File: src/rtl/mem_stage_hs.sv
// MEM pipeline stage: sub-word load/store over a req/ack data bus, load align/extend, misalign and bus-timeout flags.
// Latency: non-memory ops combinational; aligned memory op retires in 3 cycles minimum (IDLE, BUSY, DONE), plus extra BUSY cycles until ack.
// Backpressure: stall_req_o freezes ex_mem and earlier stages from the cycle the op is seen until the cycle it retires (DONE).
//
// Ports:
//   clk, rst                  clock (rising edge) and synchronous active-high reset
//   valid_i, wd_i, wreg_i,    instruction from ex_mem: live flag, destination,
//   wdata_i, aluop_i,         write enable, ALU result, opcode,
//   mem_addr_i, reg2_i        effective address, store data
//   wd_o, wreg_o, wdata_o     result towards mem_wb
//   stall_req_o               pipeline hold request
//   addr_err_o, bus_err_o     1-cycle pulses: misaligned access, bus timeout
//   mem_req_o, mem_we_o,      data bus request, write enable,
//   mem_addr_o, mem_sel_o,    word address, byte lanes,
//   mem_wdata_o               lane-replicated store data
//   mem_ack_i, mem_rdata_i    bus completion and load data (same cycle)
//
// Optional feature: define MEM_LLSC_EN to enable LL/SC with an llbit register.
// Without it, LL/SC opcodes pass straight through as non-memory ops.

module mem_stage_hs #(
  parameter int BIG_ENDIAN = 1,
  parameter int TIMEOUT    = 64,
  parameter int CNT_W      = 7
) (
  input  logic        clk,
  input  logic        rst,
  input  logic        valid_i,
  input  logic [4:0]  wd_i,
  input  logic        wreg_i,
  input  logic [31:0] wdata_i,
  input  logic [7:0]  aluop_i,
  input  logic [31:0] mem_addr_i,
  input  logic [31:0] reg2_i,
  output logic [4:0]  wd_o,
  output logic        wreg_o,
  output logic [31:0] wdata_o,
  output logic        stall_req_o,
  output logic        addr_err_o,
  output logic        bus_err_o,
  output logic        mem_req_o,
  output logic        mem_we_o,
  output logic [31:0] mem_addr_o,
  output logic [3:0]  mem_sel_o,
  output logic [31:0] mem_wdata_o,
  input  logic        mem_ack_i,
  input  logic [31:0] mem_rdata_i
);

  // Opcode encodings shared with the rest of the core.
  localparam logic [7:0] EXE_LB_OP  = 8'b1110_0000;
  localparam logic [7:0] EXE_LBU_OP = 8'b1110_0100;
  localparam logic [7:0] EXE_LH_OP  = 8'b1110_0001;
  localparam logic [7:0] EXE_LHU_OP = 8'b1110_0101;
  localparam logic [7:0] EXE_LW_OP  = 8'b1110_0011;
  localparam logic [7:0] EXE_SB_OP  = 8'b1110_1000;
  localparam logic [7:0] EXE_SH_OP  = 8'b1110_1001;
  localparam logic [7:0] EXE_SW_OP  = 8'b1110_1011;
`ifdef MEM_LLSC_EN
  localparam logic [7:0] EXE_LL_OP  = 8'b1111_0000;
  localparam logic [7:0] EXE_SC_OP  = 8'b1111_1000;
`endif
  localparam logic [4:0] NOP_REG_ADDR = 5'b00000;

  // Last BUSY cycle index before the transfer is abandoned: the request
  // stays up for exactly TIMEOUT cycles.
  localparam logic [CNT_W-1:0] TO_LAST = CNT_W'(TIMEOUT - 1);

  typedef enum logic [1:0] {
    IDLE = 2'd0,
    BUSY = 2'd1,
    DONE = 2'd2
  } state_t;

  // Everything about the outstanding transfer, captured in IDLE.
  typedef struct packed {
    logic [7:0]  op;
    logic [31:0] addr;
    logic [4:0]  wd;
    logic        wreg;
    logic        we;
    logic [3:0]  sel;
    logic [31:0] wdata;
  } req_t;

  state_t          state_q, state_d;
  req_t            req_q;
  logic [31:0]     rdata_q;
  logic            err_q;
  logic [CNT_W-1:0] cnt_q;

  // ---------------------------------------------------------------------
  // Incoming op decode
  // ---------------------------------------------------------------------
  logic        in_load, in_store, in_half, in_word;
  logic        misalign, mem_op, addr_bad, sc_fail, start;
  logic [1:0]  in_lane;
  logic        in_hw_hi;
  logic [3:0]  in_sel;
  logic [31:0] in_wdata;

  always_comb begin
    in_load  = 1'b0;
    in_store = 1'b0;
    in_half  = 1'b0;
    in_word  = 1'b0;
    case (aluop_i)
      EXE_LB_OP, EXE_LBU_OP: in_load = 1'b1;
      EXE_LH_OP, EXE_LHU_OP: begin
        in_load = 1'b1;
        in_half = 1'b1;
      end
      EXE_LW_OP: begin
        in_load = 1'b1;
        in_word = 1'b1;
      end
      EXE_SB_OP: in_store = 1'b1;
      EXE_SH_OP: begin
        in_store = 1'b1;
        in_half  = 1'b1;
      end
      EXE_SW_OP: begin
        in_store = 1'b1;
        in_word  = 1'b1;
      end
`ifdef MEM_LLSC_EN
      EXE_LL_OP: begin
        in_load = 1'b1;
        in_word = 1'b1;
      end
      EXE_SC_OP: begin
        in_store = 1'b1;
        in_word  = 1'b1;
      end
`endif
      default: ;
    endcase
  end

  assign misalign = (in_half & mem_addr_i[0]) | (in_word & (|mem_addr_i[1:0]));
  assign mem_op   = valid_i & (in_load | in_store);
  assign addr_bad = mem_op & misalign;

`ifdef MEM_LLSC_EN
  logic llbit_q;
  // SC without a reservation fails locally: no bus cycle, no stall.
  assign sc_fail = mem_op & ~misalign & (aluop_i == EXE_SC_OP) & ~llbit_q;
`else
  assign sc_fail = 1'b0;
`endif

  assign start = mem_op & ~misalign & ~sc_fail;

  // Lane mapping: in big-endian mode byte address 0 lives in lane 3, so the
  // lane index is the inverted address; the halfword at addr[1]=0 is lanes 3:2.
  assign in_lane  = (BIG_ENDIAN != 0) ? ~mem_addr_i[1:0] : mem_addr_i[1:0];
  assign in_hw_hi = (BIG_ENDIAN != 0) ? ~mem_addr_i[1]   : mem_addr_i[1];

  always_comb begin
    in_sel   = 4'b0001 << in_lane;
    in_wdata = {4{reg2_i[7:0]}};
    if (in_word) begin
      in_sel   = 4'b1111;
      in_wdata = reg2_i;
    end else if (in_half) begin
      in_sel   = in_hw_hi ? 4'b1100 : 4'b0011;
      in_wdata = {2{reg2_i[15:0]}};
    end
  end

  // ---------------------------------------------------------------------
  // Load data extraction from the captured bus word
  // ---------------------------------------------------------------------
  logic [1:0]  q_lane;
  logic        q_hw_hi;
  logic [7:0]  q_byte;
  logic [15:0] q_half;
  logic [31:0] load_data;

  assign q_lane  = (BIG_ENDIAN != 0) ? ~req_q.addr[1:0] : req_q.addr[1:0];
  assign q_hw_hi = (BIG_ENDIAN != 0) ? ~req_q.addr[1]   : req_q.addr[1];
  assign q_byte  = rdata_q[{q_lane, 3'b000} +: 8];
  assign q_half  = q_hw_hi ? rdata_q[31:16] : rdata_q[15:0];

  always_comb begin
    load_data = rdata_q;
    case (req_q.op)
      EXE_LB_OP:  load_data = {{24{q_byte[7]}}, q_byte};
      EXE_LBU_OP: load_data = {24'd0, q_byte};
      EXE_LH_OP:  load_data = {{16{q_half[15]}}, q_half};
      EXE_LHU_OP: load_data = {16'd0, q_half};
      default:    load_data = rdata_q;
    endcase
  end

  // ---------------------------------------------------------------------
  // FSM: state register
  // ---------------------------------------------------------------------
  logic timeout_hit;
  assign timeout_hit = (state_q == BUSY) & ~mem_ack_i & (cnt_q == TO_LAST);

  always_ff @(posedge clk) begin
    if (rst) begin
      state_q <= IDLE;
    end else begin
      state_q <= state_d;
    end
  end

  // ---------------------------------------------------------------------
  // FSM: next state
  // ---------------------------------------------------------------------
  always_comb begin
    state_d = state_q;
    case (state_q)
      IDLE: if (start) state_d = BUSY;
      BUSY: if (mem_ack_i || timeout_hit) state_d = DONE;
      DONE: state_d = IDLE;
      default: state_d = IDLE;
    endcase
  end

  // ---------------------------------------------------------------------
  // Transfer context, captured data and timeout counter
  // ---------------------------------------------------------------------
  always_ff @(posedge clk) begin
    if (rst) begin
      req_q   <= '0;
      rdata_q <= '0;
      err_q   <= 1'b0;
      cnt_q   <= '0;
    end else begin
      case (state_q)
        IDLE: begin
          cnt_q <= '0;
          err_q <= 1'b0;
          if (start) begin
            req_q.op    <= aluop_i;
            req_q.addr  <= mem_addr_i;
            req_q.wd    <= wd_i;
            req_q.wreg  <= wreg_i;
            req_q.we    <= in_store;
            req_q.sel   <= in_sel;
            req_q.wdata <= in_wdata;
          end
        end
        BUSY: begin
          // Ack wins over a simultaneous timeout.
          if (mem_ack_i) begin
            rdata_q <= mem_rdata_i;
            cnt_q   <= '0;
          end else if (timeout_hit) begin
            err_q <= 1'b1;
            cnt_q <= '0;
          end else begin
            cnt_q <= cnt_q + 1'b1;
          end
        end
        default: cnt_q <= '0;
      endcase
    end
  end

`ifdef MEM_LLSC_EN
  // Reservation is set when an LL completes and consumed by any SC that
  // reaches the bus, whether or not that SC itself completes.
  always_ff @(posedge clk) begin
    if (rst) begin
      llbit_q <= 1'b0;
    end else if (state_q == DONE) begin
      if (req_q.op == EXE_LL_OP && !err_q) begin
        llbit_q <= 1'b1;
      end else if (req_q.op == EXE_SC_OP) begin
        llbit_q <= 1'b0;
      end
    end
  end
`endif

  // ---------------------------------------------------------------------
  // FSM: outputs
  // ---------------------------------------------------------------------
  always_comb begin
    wd_o        = NOP_REG_ADDR;
    wreg_o      = 1'b0;
    wdata_o     = 32'd0;
    stall_req_o = 1'b0;
    addr_err_o  = 1'b0;
    bus_err_o   = 1'b0;
    mem_req_o   = 1'b0;
    mem_we_o    = 1'b0;
    mem_addr_o  = 32'd0;
    mem_sel_o   = 4'd0;
    mem_wdata_o = 32'd0;
    if (!rst) begin
      case (state_q)
        IDLE: begin
          if (addr_bad) begin
            wd_o       = wd_i;
            wdata_o    = wdata_i;
            addr_err_o = 1'b1;
          end else if (sc_fail) begin
            wd_o   = wd_i;
            wreg_o = 1'b1;
          end else if (start) begin
            // Bubble towards mem_wb while the transfer is set up.
            stall_req_o = 1'b1;
          end else begin
            wd_o    = wd_i;
            wreg_o  = wreg_i;
            wdata_o = wdata_i;
          end
        end
        BUSY: begin
          stall_req_o = 1'b1;
          mem_req_o   = 1'b1;
          mem_we_o    = req_q.we;
          mem_addr_o  = {req_q.addr[31:2], 2'b00};
          mem_sel_o   = req_q.sel;
          mem_wdata_o = req_q.wdata;
        end
        DONE: begin
          wd_o = req_q.wd;
          if (err_q) begin
            bus_err_o = 1'b1;
          end else if (!req_q.we) begin
            wreg_o  = req_q.wreg;
            wdata_o = load_data;
          end
`ifdef MEM_LLSC_EN
          else if (req_q.op == EXE_SC_OP) begin
            wreg_o  = 1'b1;
            wdata_o = 32'd1;
          end
`endif
        end
        default: ;
      endcase
    end
  end

endmodule

File: config.mk
export PLATFORM = sky130hd
export DESIGN_NAME = mem_stage_hs
export DESIGN_NICKNAME = d
export VERILOG_FILES = /design/src/rtl/mem_stage_hs.sv
export SDC_FILE = /design/constraint.sdc
export NUM_CORES = 1
export LEC_CHECK = 0
export BUFFER_PORTS_ARGS = -buffer_cell sky130_fd_sc_hd__buf_2
export CAP_MARGIN = 10
export CORE_ASPECT_RATIO = 1.75
export CORE_MARGIN = 2
export CORE_UTILIZATION = 52
export DETAILED_ROUTE_END_ITERATION = 8
export GPL_TIMING_DRIVEN = 0
export PLACE_DENSITY_LB_ADDON = 0.08
export RECOVER_POWER = 25
export SETUP_SLACK_MARGIN = 0.05
export SLEW_MARGIN = 15
export SYNTH_ARGS = -nofsm -noshare
export SYNTH_HDL_FRONTEND = slang
export SYNTH_SLANG_ARGS = --single-unit
File: constraint.sdc
create_clock -name clk -period 6 [get_ports clk]
set_input_delay 0.9 -clock clk [delete_from_list [all_inputs] [get_ports clk]]
set_output_delay 0.9 -clock clk [all_outputs]
set_load 0.005 [all_outputs]
==> results.json, run 1 <==
{
  "post_cts_resized": 0,
  "grt_pass1_wl_um": 31700,
  "clockBufferDepth": 2,
  "layout.cells.non_filler": 1255,
  "area_growth_syn_to_layout_pct": 32.3,
  "ys_ff_latch": 125,
  "drt-initial-drc-count": 398,
  "finalHoldViolCount": 0,
  "routed_wl_um": 20700,
  "finalCriticalPeriod_ns": 4.03,
  "synth_common_cells": "219 x nand2_1, 125 x dfxtp_1, 115 x a21oi_1",
  "status": "complete, no violations",
  "synth_edf_count": 0,
  "ys.flop_type": "dfxtp_1",
  "multi_input_area_mm2": 0.00338,
  "fmax_mhz": 248,
  "yosys.area.top_type_share_pct": 40.3,
  "initial_utilization_pct": 53.6,
  "reg2reg_slack_ns": 3.54,
  "maxSlewHeadroom_pct": 35.4,
  "sw_frac_of_total_pct": 23.1,
  "syn_area_per_cell_um2": 7.43,
  "placementRows": 52,
  "r2r_end": "req_q[30]$_SDFFE_PP0P_",
  "port_buffers": 252,
  "ir_drop_mv": 0.211,
  "hold_buffers": 0,
  "synth.most_common_cell": "nand2_1",
  "via_count": 6801,
  "min_from": "cnt_q[0]$_SDFF_PP0_",
  "tightestPinTransition_ns": 0.963,
  "dp_cells": 1223,
  "cts_tree": "done",
  "min_path_type": "reg2reg",
  "clock-sinks": 125,
  "whs_ns": 0.440,
  "seq_area_mm2": 0.00250,
  "io_pins": 257,
  "worstPathMaxFanout": 10,
  "die_area_mm2": 0.0129,
  "diodes": 0,
  "ant_nets": 0,
  "maxCapViolCount": 0,
  "p_seq_share_pct": 41.4,
  "synthTopCellsByArea": "dfxtp_1 40%, nand2_1 13%, a21oi_1 9.3%",
  "clkPwrFrac_pct": 51.4,
  "finalWorstSetupSlack_ns": 1.97,
  "pwr-share-comb_pct": 7.2,
  "cts_buffers": 17,
  "dp_hpwl_um": 15800,
  "path_class": "in2out",
  "clock_latency_ns": 0.42,
  "route.detailed.drc": 0,
  "switchingPower_uw": 469,
  "p_leak_uw": 0.00347,
  "chipWidth_um": 86.6,
  "synth_top_cell_by_area": "dfxtp_1",
  "synth_warnings": 0,
  "setup_violations": 0,
  "n_fill_cell": 1072,
  "dp_slack_ns": 2.11,
  "wl_per_cell_um": 16.5,
  "grt-ovfl-total": 0,
  "powerDensity_mw_per_mm2": 247,
  "drv_slew": 0,
  "synthDistinctLibCells": 52,
  "synthCells": 835,
  "critPathLaunchType": "input pin",
  "cp-endpoint": "wdata_o[0]",
  "skew_ns": 0.00548,
  "crit_arrival_ns": 3.13,
  "fin_crit_sh_pct": 67.2,
  "p_int_uw": 1560,
  "grt_use_total_pct": 31.7,
  "cts_setup_buffers": 0,
  "grt_setup_unrepaired": "false",
  "core_mm2": 0.0116,
  "critPathRequiredTime_ns": 5.10,
  "ff2ff_path_depth": 6,
  "antenna_found_initial": 0,
  "htree_num_levels": 4,
  "fin_tns_setup_ns": 0,
  "cts_root_buf": "clkbuf_16",
  "routabilityCongestion": 0.882,
  "syn_area_mm2": 0.00620,
  "final_net_count": 1254,
  "yosysSeqAreaShare_pct": 40.3,
  "crit_start": "aluop_i[7]",
  "synthArstFlopShare_pct": 0,
  "end_kind": "output pin",
  "grt_pass1_vias": 6583,
  "clkTransAtPathRegs_ns": 0.06,
  "viasPerCell": 5.42,
  "worstReg2RegStart": "state_q[1]$_SDFFE_PP0P_",
  "min_path_cells": 1,
  "drive_gt1_share_pct": 27.8,
  "die_h_um": 149,
  "grt_max_degree": 17,
  "first_pass_iters": 5
}
-- area by class of cell --
type | instances | area share [%]
flip-flops and latches | 125 | 30.5
repair buffers | 252 | 15.4
clock inverters | 13 | 2.04
multi-input cells | 639 | 41.2
inverters | 1 | 0.0457
clock buffers | 19 | 5.27
well taps | 135 | 2.06
plain buffers | 71 | 3.55
-- state kept, by name (all words and copies together) (netlist names) --
register	flops
rdata_q	32
cnt_q	7
req_q	83
state_q	2
err_q	1
-- worst max-delay path, cell delays in order --
cell and delay, ns:
buf_2 0.09, and4b_1 0.20, clkbuf_1 0.16, o211ai_1 0.25, nor2_1 0.13, nor3_2 0.79
buf_4 0.32, o2bb2ai_1 0.13, buf_2 0.13
-- power groups by stage --
| stage | Combinational, µW | Clock [µW] | Sequential, µW |
|---|---|---|---|
| 2_1_floorplan | 62.3 | 0 | 856 |
| 3_3_place_gp | 145 | 0 | 857 |
| 3_5_place_dp | 145 | 0 | 857 |
| 4_1_cts | 147 | 1050 | 839 |
| 5_1_grt | 160 | 1080 | 839 |
| 6_report | 146 | 1040 | 839 |
-- cells by family (layout without fill, tap and decap cells) --
logic type | after synthesis | count (layout) | share of synthesized area [%]
simple gates | 392 | 392 | 28.6
compound gates | 220 | 220 | 21.8
flops | 125 | 125 | 40.3
buf+inv | 72 | 356 | 4.84
mux | 20 | 20 | 3.61
xor+xnor | 4 | 4 | 0.565
fa+ha+maj | 1 | 1 | 0.202
other cells | 1 | 2 | 0.0604
-- through the flow --
step / utilization (%) / power [µW] / area (µm²)
3_3_place_gp: 66.0 / 1000 / 7640
2_1_floorplan: - / 918 / 6210
5_1_grt: 70.9 / 2080 / 8210
3_5_place_dp: 66.0 / 1000 / 7640
6_report: 70.9 / 2030 / 8210
4_1_cts: 71.1 / 2030 / 8240
-- placed cells by master (no fill, tap or decap), drive strengths merged, types with 3 or more instances in the layout --
cell,n
mux2i,10
a32o,8
a21oi,116
o22ai,6
a211oi,31
o21ai,26
or2,3
nand2,219
bufinv,3
and2,70
and3,4
nor2b,6
clkbuf,74
mux2,9
nor3,12
buf,268
nor2,59
clkinvlp,5
a31oi,3
dfxtp,125
o2bb2ai,6
nand3,6
a22o,7
a21o,8
clkinv,4
-- worst min-delay path by stage --
stage	end	slack, ns
global route	req_q[7]$_SDFFE_PP0P_	0.47
CTS	cnt_q[0]$_SDFF_PP0_	0.45
finish	cnt_q[0]$_SDFF_PP0_	0.44
global placement	cnt_q[0]$_SDFF_PP0_	0.43
floorplan	cnt_q[0]$_SDFF_PP0_	0.42
detailed placement	cnt_q[0]$_SDFF_PP0_	0.43
-- per-layer routing --
metal	track usage [%]	vias to the layer above	wire, µm
met4	17.2	0	1030
met5	0	-	0
met3	7.33	73	1500
li1	-	3374	-
met1	30.7	3039	7010
met2	59.8	315	11200
(Power assumes the default switching activity.)
==> inputs of run 2 (changes only) <==
ABC_AREA = 1   (was unset)
CORE_UTILIZATION = 46   (was 52)
clock period = 3.28 ns   (was 6 ns; I/O delays follow)
==> results.json, run 2 <==
{
  "status": "complete, no violations",
  "ys_ff_latch": 125,
  "grt_use_total_pct": 29.7,
  "min_path_type": "in2reg",
  "clock_latency_ns": 0.42,
  "power_uw": 4040,
  "utilization_pct": 60.8,
  "drt-initial-drc-count": 430,
  "routabilityCongestion": 0.978,
  "die_h_um": 171,
  "ff2ff_path_depth": 7,
  "critPathRequiredTime_ns": 2.79,
  "final_cell_mix": "294 x nand2_1, 263 x buf_2, 251 x nor2_1",
  "setup_violations": 0,
  "reg2reg_slack_ns": 1.38,
  "largest_reg_flops": 83,
  "clkTransAtPathRegs_ns": 0.06,
  "route.detailed.drc": 0,
  "path_class": "reg2out",
  "reg_top3": "req_q x83, rdata_q x32, cnt_q x7",
  "synth_edf_count": 0,
  "syn_area_per_cell_um2": 5.94,
  "synthArstFlopShare_pct": 0,
  "yosysSeqAreaShare_pct": 34.3,
  "via_count": 8670,
  "grt_pass1_vias": 8151,
  "finalHoldViolCount": 0,
  "clockBufferDepth": 2,
  "layout.cells.non_filler": 1701,
  "drv_slew": 0,
  "maxCapViolCount": 0,
  "die_area_mm2": 0.0169,
  "synth.most_common_cell": "nand2_1",
  "hold_buffers": 0,
  "layout_commonest_cell": "nand2_1",
  "ir_drop_mv": 0.318,
  "synth_warnings": 0,
  "io_pins": 257,
  "ys.flop_type": "dfxtp_1",
  "drive_gt1_share_pct": 21.3,
  "fin_crit_sh_pct": 88.4,
  "dp_cells": 1668,
  "dr_wl_met2_um": 13700,
  "port_buffers": 253,
  "wl_per_cell_um": 15.3,
  "fin_tns_setup_ns": 0,
  "grt_setup_unrepaired": "false",
  "min_from": "mem_rdata_i[28]",
  "syn_area_mm2": 0.00730,
  "synthDistinctLibCells": 30,
  "fmax_mhz": 345,
  "max_flop_register": "req_q",
  "first_pass_iters": 6,
  "core_mm2": 0.0155,
  "grt_pass1_wl_um": 39700,
  "tightestPinTransition_ns": 0.752,
  "worstPathMaxFanout": 10,
  "area_growth_syn_to_layout_pct": 28.8,
  "skew_ns": 0.0140,
  "grt_max_degree": 17,
  "r2r_end": "rdata_q[16]$_SDFFE_PP0P_",
  "synth_top_cell_by_area": "dfxtp_1",
  "min_path_cells": 3,
  "hold_path_end": "rdata_q[28]$_SDFFE_PP0P_",
  "ant_nets": 0,
  "highest_layer": "met4",
  "cts_setup_buffers": 0,
  "yosys.area.top_type_share_pct": 34.3,
  "end_kind": "output pin",
  "dp_hpwl_um": 20000,
  "cts_root_buf": "clkbuf_16",
  "p_leak_uw": 0.00459,
  "routed_wl_um": 26000,
  "placementRows": 60,
  "worstReg2RegStart": "state_q[1]$_SDFFE_PP0P_",
  "wl_met3_um": 1470,
  "cts_buffers": 17,
  "chipWidth_um": 99.2,
  "cts_tree": "done",
  "maxSlewHeadroom_pct": 49.9,
  "post_cts_resized": 0,
  "powerDensity_mw_per_mm2": 430,
  "viasPerCell": 5.10,
  "clock-sinks": 125,
  "final_net_count": 1648,
  "synthCells": 1228,
  "synth_common_cells": "294 x nand2_1, 251 x nor2_1, 132 x nand3_1",
  "antenna_found_initial": 1,
  "critPathLaunchType": "flop",
  "finalCriticalPeriod_ns": 2.90,
  "grt-ovfl-total": 0,
  "initial_utilization_pct": 47.2,
  "crit_arrival_ns": 2.41,
  "wl_met1_um": 9550,
  "htree_num_levels": 4,
  "synthTopCellsByArea": "dfxtp_1 34%, nand2_1 15%, nor2_1 13%"
}
==> run 2: how the worst max path moves through the flow <==
stage	end	start	slack, ns
floorplan	stall_req_o	aluop_i[4]	1.21
global placement	mem_addr_o[30]	rst	0.50
detailed placement	mem_addr_o[30]	rst	0.63
CTS	wreg_o	state_q[1]$_SDFFE_PP0P_	0.33
global route	stall_req_o	aluop_i[2]	0.19
finish	wdata_o[16]	state_q[1]$_SDFFE_PP0P_	0.38
==> run 2: cell families (layout without fill, tap and decap cells) <==
family                   after synthesis  count (layout)  share of synthesized area [%]
buffers and inverters                217             502                           12.8
AO/OA/AOI/OAI                        174             174                           12.1
XOR/XNOR                               4               4                          0.480
flip-flops                           125             125                           34.3
other                                  1               3                         0.0514
adder cells (fa/ha/maj)                1               1                          0.171
AND/OR/NAND/NOR                      706             706                           40.1
==> run 2: layout make-up <==
| type | instances | area, µm² |
|---|---|---|
| inverter | 135 | 508 |
| timing repair buffer | 253 | 1260 |
| clock inverter | 14 | 228 |
| fill | 1680 | 6070 |
| tap | 186 | 233 |
| buffer | 82 | 374 |
| antenna | 1 | 2.50 |
| clock buffer | 18 | 429 |
| multi-input combinational | 887 | 3860 |
| sequential | 125 | 2500 |
==> run 2: per-stage QoR <==
step           hold slack (ns)  cell area [µm²]  setup WS (ns)
2_1_floorplan            0.418             7300           1.21
3_3_place_gp             0.431             8800          0.505
3_5_place_dp             0.437             8800          0.626
4_1_cts                  0.346             9460          0.331
5_1_grt                  0.357             9400          0.187
6_report                 0.353             9400          0.381
==> run 2: routing by layer <==
metal,vias to the layer above,global-route usage [%]
li1,4386,-
met1,3890,31.0
met2,326,55.2
met3,68,4.78
met4,0,16.8
met5,-,0
==> run 2: critical path: stages, from the launching register on <==
cell and delay [ns]:
dfxtp_1 0.34, inv_1 0.07, nor2_1 0.37, nand3_1 0.28, clkbuf_1 0.36, a21oi_1 0.22
nand2_1 0.09, a21oi_1 0.14, buf_2 0.13
==> run 2: where the power goes <==
part	switching [µW]	internal [µW]
logic	206	147
registers	8.59	1540
clock network	777	1370
total	991	3050
